### src/rtl/sr_sub_nb_if.sv
// Operand/result handshake bundle for the bit-serial subtractor.
// The ovf signal exists only when SR_SUB_OVF_EN is defined.
interface sr_sub_nb_if #(parameter int W = 8);
  logic         in_valid;
  logic         in_ready;
  logic [W-1:0] a;
  logic [W-1:0] b;
  logic         out_valid;
  logic         out_ready;
  logic [W-1:0] d;
  logic         bo;
`ifdef SR_SUB_OVF_EN
  logic         ovf;
`endif

  modport master (
    output in_valid, a, b, out_ready,
    input  in_ready, out_valid, d, bo
`ifdef SR_SUB_OVF_EN
    , input ovf
`endif
  );

  modport slave (
    input  in_valid, a, b, out_ready,
    output in_ready, out_valid, d, bo
`ifdef SR_SUB_OVF_EN
    , output ovf
`endif
  );
endinterface

### src/rtl/sr_sub_nb.sv
// Bit-serial W-bit subtractor d = a - b, LSB first, one bit per clock.
// Define SR_SUB_OVF_EN to add the signed-overflow output ovf.
module sr_sub_nb #(
  parameter int W = 8
) (
  input  logic        clk,
  input  logic        rst_n,
  sr_sub_nb_if.slave  bus
);
  localparam int CW = $clog2(W) + 1;

  typedef enum logic [1:0] {S_IDLE, S_RUN, S_DONE} state_e;

  state_e         state_q, state_d;
  logic [W-1:0]   sa_q, sa_d, sb_q, sb_d, d_q, d_d;
  logic           br_q, br_d, bo_q, bo_d;
  logic [CW-1:0]  cnt_q, cnt_d;
  logic           in_rdy, out_vld, acc, last;
  logic           x, y, dbit, br_n;
`ifdef SR_SUB_OVF_EN
  logic           amsb_q, amsb_d, bmsb_q, bmsb_d, ovf_q, ovf_d;
`endif

  // State register
  always_ff @(posedge clk) begin
    if (!rst_n) state_q <= S_IDLE;
    else        state_q <= state_d;
  end

  assign acc  = bus.in_valid & in_rdy;
  assign last = (cnt_q == CW'(W - 1));

  // Next-state logic
  always_comb begin
    state_d = state_q;
    unique case (state_q)
      S_IDLE: if (acc)           state_d = S_RUN;
      S_RUN:  if (last)          state_d = S_DONE;
      S_DONE: if (bus.out_ready) state_d = S_IDLE;
      default:                   state_d = S_IDLE;
    endcase
  end

  // Output logic
  always_comb begin
    in_rdy  = (state_q == S_IDLE);
    out_vld = (state_q == S_DONE);
  end

  // One full-subtractor cell fed from the operand LSBs
  assign x    = sa_q[0];
  assign y    = sb_q[0];
  assign dbit = x ^ y ^ br_q;
  assign br_n = (~x & y) | (~(x ^ y) & br_q);

  always_comb begin
    sa_d  = sa_q;
    sb_d  = sb_q;
    d_d   = d_q;
    br_d  = br_q;
    bo_d  = bo_q;
    cnt_d = cnt_q;
`ifdef SR_SUB_OVF_EN
    amsb_d = amsb_q;
    bmsb_d = bmsb_q;
    ovf_d  = ovf_q;
`endif
    if (state_q == S_IDLE && acc) begin
      sa_d  = bus.a;
      sb_d  = bus.b;
      br_d  = 1'b0;
      cnt_d = '0;
`ifdef SR_SUB_OVF_EN
      amsb_d = bus.a[W-1];
      bmsb_d = bus.b[W-1];
`endif
    end else if (state_q == S_RUN) begin
      sa_d  = sa_q >> 1;
      sb_d  = sb_q >> 1;
      d_d   = {dbit, d_q[W-1:1]};
      br_d  = br_n;
      // counter wraps on the last bit so it never exceeds W-1
      cnt_d = last ? '0 : cnt_q + 1'b1;
      if (last) begin
        bo_d = br_n;
`ifdef SR_SUB_OVF_EN
        ovf_d = (amsb_q ^ bmsb_q) & (amsb_q ^ dbit);
`endif
      end
    end
  end

  always_ff @(posedge clk) begin
    if (!rst_n) begin
      sa_q  <= '0;
      sb_q  <= '0;
      d_q   <= '0;
      br_q  <= 1'b0;
      bo_q  <= 1'b0;
      cnt_q <= '0;
`ifdef SR_SUB_OVF_EN
      amsb_q <= 1'b0;
      bmsb_q <= 1'b0;
      ovf_q  <= 1'b0;
`endif
    end else begin
      sa_q  <= sa_d;
      sb_q  <= sb_d;
      d_q   <= d_d;
      br_q  <= br_d;
      bo_q  <= bo_d;
      cnt_q <= cnt_d;
`ifdef SR_SUB_OVF_EN
      amsb_q <= amsb_d;
      bmsb_q <= bmsb_d;
      ovf_q  <= ovf_d;
`endif
    end
  end

  assign bus.in_ready  = in_rdy;
  assign bus.out_valid = out_vld;
  assign bus.d         = d_q;
  assign bus.bo        = bo_q;
`ifdef SR_SUB_OVF_EN
  assign bus.ovf       = ovf_q;
`endif
endmodule
### src/flat_wrapper.sv
// flat-port wrapper written by rule: the top's interface ports become plain ports
module sr_sub_nb_flat 
#(
  parameter int W = 8
)
  (clk, rst_n, bus_in_valid, bus_a, bus_b, bus_out_ready, bus_in_ready, bus_out_valid, bus_d, bus_bo);
  sr_sub_nb_if #(.W(W)) bus_i ();
  input  logic clk;
  input  logic rst_n;
  input wire logic [$bits(bus_i.in_valid)-1:0] bus_in_valid;
  input wire logic [$bits(bus_i.a)-1:0] bus_a;
  input wire logic [$bits(bus_i.b)-1:0] bus_b;
  input wire logic [$bits(bus_i.out_ready)-1:0] bus_out_ready;
  output wire logic [$bits(bus_i.in_ready)-1:0] bus_in_ready;
  output wire logic [$bits(bus_i.out_valid)-1:0] bus_out_valid;
  output wire logic [$bits(bus_i.d)-1:0] bus_d;
  output wire logic [$bits(bus_i.bo)-1:0] bus_bo;
  assign bus_i.in_valid = bus_in_valid;
  assign bus_i.a = bus_a;
  assign bus_i.b = bus_b;
  assign bus_i.out_ready = bus_out_ready;
  assign bus_in_ready = bus_i.in_ready;
  assign bus_out_valid = bus_i.out_valid;
  assign bus_d = bus_i.d;
  assign bus_bo = bus_i.bo;
  sr_sub_nb #(.W(W)) u_core (.clk(clk), .rst_n(rst_n), .bus(bus_i));
endmodule
### config.mk
export PLATFORM = sky130hd
export DESIGN_NAME = sr_sub_nb_flat
export DESIGN_NICKNAME = d
export VERILOG_FILES = /design/src/rtl/sr_sub_nb_if.sv /design/src/rtl/sr_sub_nb.sv /design/src/flat_wrapper.sv
export SDC_FILE = /design/constraint.sdc
export NUM_CORES = 1
export LEC_CHECK = 0
export BUFFER_PORTS_ARGS = -buffer_cell sky130_fd_sc_hd__buf_4
export CORE_MARGIN = 4
export CORE_UTILIZATION = 35
export CTS_BUF_LIST = sky130_fd_sc_hd__clkbuf_4
export DETAILED_ROUTE_END_ITERATION = 7
export GPL_TIMING_DRIVEN = 0
export SYNTH_ARGS = -nofsm -noshare
export SYNTH_HDL_FRONTEND = slang
export SYNTH_SLANG_ARGS = --single-unit
export TNS_END_PERCENT = 30
### constraint.sdc
create_clock -name clk -period 2.1 [get_ports clk]
set_input_delay 0.42 -clock clk [delete_from_list [all_inputs] [get_ports clk]]
set_output_delay 0.42 -clock clk [all_outputs]
set_load 0.02 [all_outputs]
==> flow_summary.json <==
{
  "slowest_delay_ps": 450,
  "vias": 1180,
  "p_leak_uw": 0.000647,
  "setup_viol": 0,
  "yosysWarnings": 0,
  "drive_above_1_share": 0.241,
  "antenna_found_initial": 0,
  "grt-ovfl-total": 0,
  "yosys-top-cells-area": "dfxtp_1, a21oi_1, o22ai_1",
  "critPathLaunchType": "register",
  "clockRootBuffer": "clkbuf_4",
  "synth.cell_area_sq_um": 1330,
  "cts_tree": "done",
  "post_cts_resized": 0,
  "post_cts_buffers": 0,
  "ys_top_cells_by_count": "dfxtp_1, nand2_1, a21oi_1",
  "ys.flop_type": "dfxtp_1",
  "synth_top_cell_area_share": 0.483,
  "crit_required_ps": 1680,
  "cp_num_buf_inv": 2,
  "final_nets": 208,
  "worst-path-max-fanout": 16,
  "fin_setup_tns_ps": 0,
  "skew_ps": 6.00,
  "relSlewSlack": 0.689,
  "syn_inst": 151,
  "yosysSeqAreaShare": 0.483,
  "crit_arrival_ps": 1380,
  "grt_pass1_wl_um": 5350,
  "yosys.area.top_type": "dfxtp_1",
  "hold_path_class": "in -> reg",
  "postCtsHoldBufs": 0,
  "ios": 31,
  "yosysUniqueCellTypes": 35,
  "viasPerCell": 5.02,
  "clock_sinks": 32,
  "die-area_sq_um": 4840,
  "wirelength_um": 2970,
  "timing.final.hold_violations": 0,
  "slew_viol_final": 0,
  "min_period_ps": 1800,
  "setup_slack_ps": 298,
  "dr_wl_met2_um": 1410,
  "cp-end-kind": "primary output",
  "core-area_sq_um": 3660,
  "ir_drop_uv": 346,
  "path_cells": "inv_1 > nor2_1 > buf_4",
  "cp_top_family": "flip-flops",
  "synth_edf_count": 0,
  "dr.pass1.iters": 4,
  "grt_pass1_vias": 1199,
  "multi_input_area_sq_um": 614,
  "top_layer": "met4",
  "worstSetupPathType": "reg -> out",
  "dp_cells": 228,
  "min_period_over_period": 0.858,
  "syn_avg_cell_area_sq_um": 8.78,
  "regArea_sq_um": 641,
  "grt_max_degree": 11,
  "wl_per_cell_um": 12.6,
  "final_antenna_net_count": 0,
  "slowest_stage": "dfxtp_1",
  "clk_pin_slew_ps": 100,
  "met1Wirelength_um": 1340,
  "yosys.cell_count.top_type": "dfxtp_1",
  "cts_buffers": 5,
  "fillers": 365,
  "die_w_um": 69.6,
  "r2r_slack_ps": 810,
  "drt_drc_violations_left": 0,
  "clk_latency_ps": 320,
  "instances_no_fill": 235,
  "maxCapViolations": 0,
  "dpl.hpwl_um": 2240,
  "wl_met3_um": 174,
  "start_util": 0.362,
  "max_freq_mhz": 555,
  "fp.dieH_um": 69.6,
  "row_count": 22,
  "cts_max_path_buffers": 2,
  "syn_to_final_growth_pct": 24.9,
  "grt_setup_unrepaired": "false",
  "portBuffers": 29,
  "htree_levels": 2,
  "gp_congestion": 0.729,
  "run_status": "complete, no violations",
  "dpl_worst_slack_ps": 497,
  "drt_iter0_markers": 43,
  "synth_fp_nets": 173,
  "synthArstFlopShare": 0,
  "track_usage": 0.137,
  "power.density_nw_per_um2": 707,
  "synth-seq-cells": 32,
  "tightest_slew_ps": 467,
  "diodes": 0
}
## final timing paths
path / start / to / cells after the start
worst min register to register: u_core.bus.d[0]$_SDFFE_PN0P_ / u_core.bus.d[0]$_SDFFE_PN0P_ / 2
worst min-delay path: bus_a[7] / u_core.sa_q[7]$_SDFFE_PN0P_ / 3
worst max-delay path: u_core.state_q[1]$_SDFFE_PN0P_ / bus_out_valid / 3
worst max register to register: u_core.state_q[0]$_SDFFE_PN0P_ / u_core.sb_q[4]$_SDFFE_PN0P_ / 5
## placed cells by master (no fill, tap or decap)
cell	synthesis	layout
dfxtp_1	32	32
buf_4	2	31
nand2_1	21	21
a21oi_1	18	18
o21ai_0	15	15
o22ai_1	14	14
a21boi_0	8	8
clkbuf_4	0	7
nor2_1	4	4
inv_1	4	4
clkbuf_1	4	3
buf_2	2	2
nand2b_1	2	2
a22oi_1	2	2
nor2b_1	2	2
buf_6	1	1
and2b_1	1	1
nand2b_4	1	1
nand2b_2	1	1
o21ba_2	1	1
clkbuf_2	1	1
nor3b_1	1	1
nand3b_1	1	1
xor2_1	1	1
and3b_1	1	1
or3_1	1	1
a211oi_1	1	1
and2_1	1	1
mux2i_1	1	1
nor3_1	1	1
o21a_1	1	1
o21bai_1	1	1
nand3_1	1	1
or4_1	1	1
fa_1	1	1
ha_1	1	1
clkinv_1	0	1
## layout make-up
class / count / area share
multi-input cells: 105 / 0.371
plain buffers: 9 / 0.0317
clock inverters: 1 / 0.00227
inverters: 4 / 0.00906
flip-flops and latches: 32 / 0.387
clock buffers: 7 / 0.0317
repair buffers: 29 / 0.131
well taps: 48 / 0.0363
## worst register-to-register path, delay by kind of cell (launching register included)
| kind | cells | cell delay, ps |
|---|---|---|
| flops | 1 | 430 |
| compound gates | 2 | 270 |
| buf+inv | 3 | 460 |
## sequential cells by signal (all words and copies together), names as in the netlist
signal,count
u_core.sb_q,8
u_core.state_q,2
u_core.bus.bo,1
u_core.sa_q,8
u_core.br_q,1
u_core.bus.d,8
u_core.cnt_q,4
## stage by stage
stage,hold WS (ps),utilization,total power (uW),instance area (sq um)
6_report,364,0.452,1170,1660
5_1_grt,348,0.452,1240,1660
2_1_floorplan,454,-,772,1330
3_3_place_gp,451,0.438,827,1600
3_5_place_dp,459,0.438,833,1600
4_1_cts,351,0.454,1180,1660
## routing by layer
layer,up-vias,track usage
met5,-,0
met4,0,0.0651
met3,6,0.0478
met2,35,0.221
met1,537,0.160
li1,602,-
## cells by family after synthesis
kind of cell,after synthesis,synth area share
compound gates,61,0.272
simple gates,40,0.153
flops,32,0.483
buf+inv,14,0.0538
fa+ha+maj,2,0.0245
xor+xnor,1,0.00660
mux,1,0.00755
## power breakdown
part | internal (uW) | switching, uW | total [uW]
logic | 78.3 | 81.0 | 159
clock network | 155 | 197 | 351
registers | 640 | 20.0 | 660
total | 873 | 298 | 1170
Note: power is estimated with default switching activity, not from simulation.
